`config.mk`:
```
export PLATFORM = sky130hd
export DESIGN_NAME = ysyx_23060229_axi_rd_arbiter
export DESIGN_NICKNAME = d
export VERILOG_FILES = /design/src/rtl/ysyx_23060229_axi_rd_arbiter.sv
export SDC_FILE = /design/constraint.sdc
export NUM_CORES = 1
export LEC_CHECK = 0
export CELL_PAD_IN_SITES_DETAIL_PLACEMENT = 2
export CELL_PAD_IN_SITES_GLOBAL_PLACEMENT = 2
export CORE_MARGIN = 8
export CORE_UTILIZATION = 11
export DETAILED_ROUTE_END_ITERATION = 10
export HOLD_SLACK_MARGIN = 0.02
export PLACE_DENSITY_LB_ADDON = 0.1
export SLEW_MARGIN = 20
export SYNTH_ARGS = -nofsm -noshare
export SYNTH_HDL_FRONTEND = slang
export SYNTH_SLANG_ARGS = --single-unit
```
`constraint.sdc`:
```
create_clock -name clock -period 2.57 [get_ports clock]
set_input_delay 0.514 -clock clock [delete_from_list [all_inputs] [get_ports clock]]
set_output_delay 0.514 -clock clock [all_outputs]
set_load 0.02 [all_outputs]
```
`src/rtl/ysyx_23060229_axi_rd_arbiter.sv`:
```
// Two-master AXI4 read-channel arbiter (m0 = IFU, m1 = LSU) with a single outstanding burst.
// Define YSYX_23060229_ARB_RR_EN for round-robin arbitration; otherwise m1 has fixed priority.
module ysyx_23060229_axi_rd_arbiter #(
    parameter int AW = 32,
    parameter int DW = 32
) (
    input  logic          clock,
    input  logic          reset,
    input  logic [AW-1:0] m0_araddr,
    input  logic [3:0]    m0_arid,
    input  logic [7:0]    m0_arlen,
    input  logic [2:0]    m0_arsize,
    input  logic [1:0]    m0_arburst,
    input  logic          m0_arvalid,
    output logic          m0_arready,
    output logic [DW-1:0] m0_rdata,
    output logic [1:0]    m0_rresp,
    output logic          m0_rlast,
    output logic [3:0]    m0_rid,
    output logic          m0_rvalid,
    input  logic          m0_rready,
    input  logic [AW-1:0] m1_araddr,
    input  logic [3:0]    m1_arid,
    input  logic [7:0]    m1_arlen,
    input  logic [2:0]    m1_arsize,
    input  logic [1:0]    m1_arburst,
    input  logic          m1_arvalid,
    output logic          m1_arready,
    output logic [DW-1:0] m1_rdata,
    output logic [1:0]    m1_rresp,
    output logic          m1_rlast,
    output logic [3:0]    m1_rid,
    output logic          m1_rvalid,
    input  logic          m1_rready,
    output logic [AW-1:0] s_araddr,
    output logic [3:0]    s_arid,
    output logic [7:0]    s_arlen,
    output logic [2:0]    s_arsize,
    output logic [1:0]    s_arburst,
    output logic          s_arvalid,
    input  logic          s_arready,
    input  logic [DW-1:0] s_rdata,
    input  logic [1:0]    s_rresp,
    input  logic          s_rlast,
    input  logic [3:0]    s_rid,
    input  logic          s_rvalid,
    output logic          s_rready,
    output logic          busy,
    output logic          rid_err
);

    typedef enum logic [1:0] {
        S_IDLE = 2'd0,
        S_AR   = 2'd1,
        S_R    = 2'd2
    } state_e;

    state_e     state_q, state_d;
    logic       grant_q, grant_d;
    logic [3:0] arid_q, arid_d;
    logic       rid_err_q, rid_err_d;
`ifdef YSYX_23060229_ARB_RR_EN
    logic       last_grant_q, last_grant_d;
`endif

    logic winner_s;
    logic gnt_arvalid_s;
    logic gnt_rready_s;
    logic r_fire_s;

    assign gnt_arvalid_s = grant_q ? m1_arvalid : m0_arvalid;
    assign gnt_rready_s  = grant_q ? m1_rready  : m0_rready;
    assign r_fire_s      = (state_q == S_R) & s_rvalid & gnt_rready_s;

    // Arbitration winner among the masters requesting this cycle
    always_comb begin
        winner_s = 1'b0;
`ifdef YSYX_23060229_ARB_RR_EN
        if (m0_arvalid && m1_arvalid) begin
            winner_s = ~last_grant_q;
        end else begin
            winner_s = m1_arvalid;
        end
`else
        winner_s = m1_arvalid;
`endif
    end

    // Next-state, grant and ID-check logic
    always_comb begin
        state_d   = state_q;
        grant_d   = grant_q;
        arid_d    = arid_q;
        rid_err_d = rid_err_q | (r_fire_s & (s_rid != arid_q));
`ifdef YSYX_23060229_ARB_RR_EN
        last_grant_d = last_grant_q;
`endif
        case (state_q)
            S_IDLE: begin
                if (m0_arvalid || m1_arvalid) begin
                    state_d = S_AR;
                    grant_d = winner_s;
                    arid_d  = winner_s ? m1_arid : m0_arid;
                end else begin
                    state_d = S_IDLE;
                end
            end
            S_AR: begin
                // A withdrawn request (e.g. fetch flush) abandons the grant before anything reaches the slave
                if (!gnt_arvalid_s) begin
                    state_d = S_IDLE;
                end else if (s_arready) begin
                    state_d = S_R;
                end else begin
                    state_d = S_AR;
                end
            end
            S_R: begin
                if (r_fire_s && s_rlast) begin
                    state_d = S_IDLE;
`ifdef YSYX_23060229_ARB_RR_EN
                    last_grant_d = grant_q;
`endif
                end else begin
                    state_d = S_R;
                end
            end
            default: begin
                state_d = S_IDLE;
            end
        endcase
    end

    // State and bookkeeping registers
    always_ff @(posedge clock or posedge reset) begin
        if (reset) begin
            state_q   <= S_IDLE;
            grant_q   <= 1'b0;
            arid_q    <= 4'd0;
            rid_err_q <= 1'b0;
`ifdef YSYX_23060229_ARB_RR_EN
            last_grant_q <= 1'b1;
`endif
        end else begin
            state_q   <= state_d;
            grant_q   <= grant_d;
            arid_q    <= arid_d;
            rid_err_q <= rid_err_d;
`ifdef YSYX_23060229_ARB_RR_EN
            last_grant_q <= last_grant_d;
`endif
        end
    end

    // Channel routing; everything is quiet outside the phase that owns it
    always_comb begin
        s_araddr   = {AW{1'b0}};
        s_arid     = 4'd0;
        s_arlen    = 8'd0;
        s_arsize   = 3'd0;
        s_arburst  = 2'd0;
        s_arvalid  = 1'b0;
        s_rready   = 1'b0;
        m0_arready = 1'b0;
        m1_arready = 1'b0;
        m0_rvalid  = 1'b0;
        m1_rvalid  = 1'b0;
        case (state_q)
            S_AR: begin
                s_araddr   = grant_q ? m1_araddr  : m0_araddr;
                s_arid     = grant_q ? m1_arid    : m0_arid;
                s_arlen    = grant_q ? m1_arlen   : m0_arlen;
                s_arsize   = grant_q ? m1_arsize  : m0_arsize;
                s_arburst  = grant_q ? m1_arburst : m0_arburst;
                s_arvalid  = gnt_arvalid_s;
                m0_arready = ~grant_q & s_arready;
                m1_arready = grant_q & s_arready;
            end
            S_R: begin
                s_rready  = gnt_rready_s;
                m0_rvalid = ~grant_q & s_rvalid;
                m1_rvalid = grant_q & s_rvalid;
            end
            default: begin
                s_arvalid = 1'b0;
            end
        endcase
    end

    assign m0_rdata = s_rdata;
    assign m0_rresp = s_rresp;
    assign m0_rlast = s_rlast;
    assign m0_rid   = s_rid;
    assign m1_rdata = s_rdata;
    assign m1_rresp = s_rresp;
    assign m1_rlast = s_rlast;
    assign m1_rid   = s_rid;
    assign busy     = (state_q != S_IDLE);
    assign rid_err  = rid_err_q;

endmodule

```
# == After elaboration in Yosys (flattened, before gate mapping) ==
# Index checks and enable logic that the tools add are counted.
# classes
eq_ne,3
muxes,24
bitwise,9
n_reduce_logical,5
# ops
operator,count
$mux W32,2
$mux W8,2
$mux W4,3
$mux W2,5
$mux W1,9
$and A1 B1 Y1,7
$mux W3,2
$pmux W2 S3,1
$ne A4 B4 Y1,1
$eq A2 B1 Y1 const B,1
$eq A2 B2 Y1 const B,1
$logic_not A2 Y1,1
$reduce_and A2 Y1,1
$reduce_bool A2 Y1,1
$logic_and A1 B1 Y1,1
$logic_or A1 B1 Y1,1
$not A1 Y1,1
$or A1 B1 Y1,1
# totals
ff_bits,8
input_bits,145
output_inout_bits,135
word_cells,45

# == Longest topological paths before layout ==
# logic_depth
depth_word,6
ltp_mapped,4
ltp_nobuf,3

# == Worst setup path before layout ==
# OpenSTA, ideal clock, no wires.
# synth_path
kind,reg-to-output
start,register state_q[1]
end,output port s_araddr[0]
arrival_time_ps,1116
t_required_ps,2056
slack_ps,940
stages_incl_launch_ff,5
path_buffers,2
cell_sequence,dfrtp_1 nand2b_1 clkbuf_1 buf_2 nor2_1
# synth_between
elab_chain_len,2
# synth_lines
element,line,text
from (decl),58,"state_e state_q, state_d;"
from (signal assigned),145,state_q <= state_d;
$eq A2 B1 Y1,168,case (state_q)
$mux W32,168,
to (decl),35,"output logic [AW-1:0] s_araddr,"
# No other way between the ends.

# == Worst setup path after layout ==
# layout_path
start,register state_q[1]
end,output port s_araddr[6]
# Same word-level chain as after synthesis.

==> reports/metrics.csv <==
metric;value;unit
cells on worst reg2reg path;2;
io pins;280;
largest fanout on the critical path;30;
worst min path class;reg -> reg;
leading cell type in the layout, fill and taps excluded;clkdlybuf4s50_1;
layout cell share with drive strength beyond 1;7.418;%
Pint;1.735;mW
Overflow after GRT;0;
clock tree from TritonCTS;built;
# diodes;0;
Core Rows;48;
Slew Limit Fails;0;
H-Tree Depth;1;
post-synthesis cell count;238;
crit path cell chain;nand2b_2 > buf_4 > nor2_1 > clkdlybuf4s50_1;
Nets;483;
antenna violations before repair;0;
first-pass GRT wire length;13390;µm
DP HPWL;7873;µm
remaining antenna violation count;0;
Critical Path End Type;output pin;
Hold Slack;0.4653;ns
vias per inst;3.367;
Largest delay share family, worst path;buffers and inverters;
CTS Buf Count;3;
I/O Buffers;177;
maxcap violations;0;
Fmax;410.5;MHz
Worst IR Drop VDD;0.2539;mV
crit start category;flop;
launch point of the worst path;state_q[1]$_DFF_PP0_;
outcome;finished clean;
die height;147.7;µm
most frequent cells in the layout;clkdlybuf4s50_1, nor2_1, mux2i_1;
combinational share of power;82.4;%
DRT iter0 DRCs;23;
final WL;9044;µm
Post-Layout Cell Count;562;
Synthesized Nets;383;
power density over the cells;957.2;nW/µm²
endpoints failing setup;0;
initial core utilization;11.15;%
leakage;1.403;nW
setup bufs post-CTS;0;
Core Box Area;17120;µm²
Rel. slew slack;75.19;%
synthesis-to-finish area growth;79.08;%
Yosys cell types;26;
reg2reg end;rid_err$_DFF_PP0_;
Critical Path RT;2.06;ns
Synth Cell Area;1908;µm²
crit path time final;2.436;ns
Worst-Margin Slew;0.3714;ns
sw frac;46.95;%
r2r startpoint;grant_q$_DFFE_PP0P_;
R2R setup slack;1.27;ns
gpl congestion;0.5999;
WL per Instance;16.09;µm
vias in the first global route;2346;
Mean Syn Cell Area;8.017;µm²
Crit Path Category;reg -> out;
Critical Path AT;1.92;ns
crit path to;s_araddr[6];
instance count on the critical path;4;
clk sink count;8;
pin count of the biggest net entering global routing;31;
Clk pwr share;8.3;%
sequential element share of the synthesized area;10.49;%
final worst-path cycle share;94.79;%
width of the chip;147.7;µm
post-CTS sizing;0;
placed cells;558;
sequential share of power;9.4;%
final hold vios;0;
YS warnings;0;
RSZ-0062 raised after global routing;false;
All-Layer GR Usage;7.775;%
post-synthesis register bit count;8;
Worst-Skew Late Latency;0.23;ns
Worst path slowest cell;clkdlybuf4s50_1;
Critical Path Max Stage Delay;0.64;ns
Net Switching;1.536;mW
Clock transition at path regs;0.04;ns
clk buf depth;2;
drt pass-1 iters;4;
hold_buf cts;0;
Setup TNS;0;ns
buffer and inverter count on the worst path;2;
DRC viols;0;
Worst Clk Skew;0.002537;ns
DR vias;1892;
die area;21820;µm²
clk root buf;clkbuf_16;
[stage by stage]
stage	setup WS [ns]	utilization [%]	power, mW	cell area (µm²)
finish	0.1338	19.96	3.271	3417
CTS	0.07790	19.96	3.384	3417
detailed placement	0.1885	19.50	3.090	3338
floorplan	0.9397	-	2.024	1908
global placement	0.1812	19.50	3.111	3338
global route	0.01280	19.96	3.520	3417
[worst min-delay path by stage]
stage                     slack (ns)         startpoint  cells past startpoint               endpoint
after global routing            0.51  rid_err$_DFF_PP0_                      1      rid_err$_DFF_PP0_
final                           0.47  rid_err$_DFF_PP0_                      1      rid_err$_DFF_PP0_
after detailed placement        0.46  rid_err$_DFF_PP0_                      1      rid_err$_DFF_PP0_
after CTS                       0.47  rid_err$_DFF_PP0_                      1      rid_err$_DFF_PP0_
after global placement          0.46  rid_err$_DFF_PP0_                      1      rid_err$_DFF_PP0_
after floorplan                 0.33              reset                      1  arid_q[0]$_DFFE_PP0P_
[Yosys cell counts]
cell type   n  area, µm²
buf_4      78      585.6
nor2_1     52      195.2
mux2i_1    50      500.5
dfrtp_1     8      200.2
buf_2       6      30.03
mux2_2      5      56.30
buf_12      4      80.08
mux2_4      4      60.06
nand2_1     4      15.01
xnor2_1     4      35.03
inv_1       3      11.26
nor2b_1     3      18.77
and3_1      2      12.51
buf_6       2      22.52
o21ai_0     2      10.01
a21oi_1     1      5.000
a22o_1      1      8.760
a41o_1      1      10.01
and2_1      1      6.260
clkbuf_1    1      3.750
nand2b_1    1      6.260
nand3_1     1      5.000
nand4_1     1      6.260
nor2_2      1      6.260
o21ai_2     1      8.760
o2bb2ai_1   1      8.760
[layout make-up]
class                   count  area [µm²]
fillers                  1983       13700
repair buffers            186        1864
multi-input cells         136       977.2
well taps                 225       281.5
flip-flops and latches      8       203.9
clock buffers               4       78.83
inverters                   3       11.26
[routing by layer]
metal  part of all wire, %  GRT usage [%]  vias up
met2                    52          14.79       99
met3                    11          3.210       23
li1                      -              -      900
met5                     0              0        -
met1                    35          7.565      870
met4                   1.5          2.040        0
[logic make-up after synthesis]
kind of cell,Yosys count,share of synthesized area [%]
AOI/OAI and AO/OA,7,2.689
xor gates and xnor gates,4,1.836
buffers and inverters,94,38.43
DFF,8,10.49
muxes,59,32.33
and+or+nand+nor,66,14.23
[sequential cells by signal, summed over array words and instances, names as in the netlist]
signal	cells
grant_q	1
state_q	2
rid_err	1
arid_q	4
[worst reg2reg max path, delay by kind of cell, from the launching register on]
family | cells | cell delay [ns]
multiplexers | 1 | 0.39
flip-flops | 1 | 0.58
AO/OA/AOI/OAI | 1 | 0.21
[power by group through the flow]
stage | registers, mW | logic (mW) | clock network, mW
final | 0.306 | 2.69 | 0.271
after global routing | 0.323 | 2.91 | 0.285
after CTS | 0.313 | 2.79 | 0.278
after detailed placement | 0.313 | 2.78 | 0
after global placement | 0.320 | 2.79 | 0
after floorplan | 0.247 | 1.78 | 0
No activity file was read; power rests on OpenSTA's default activity.
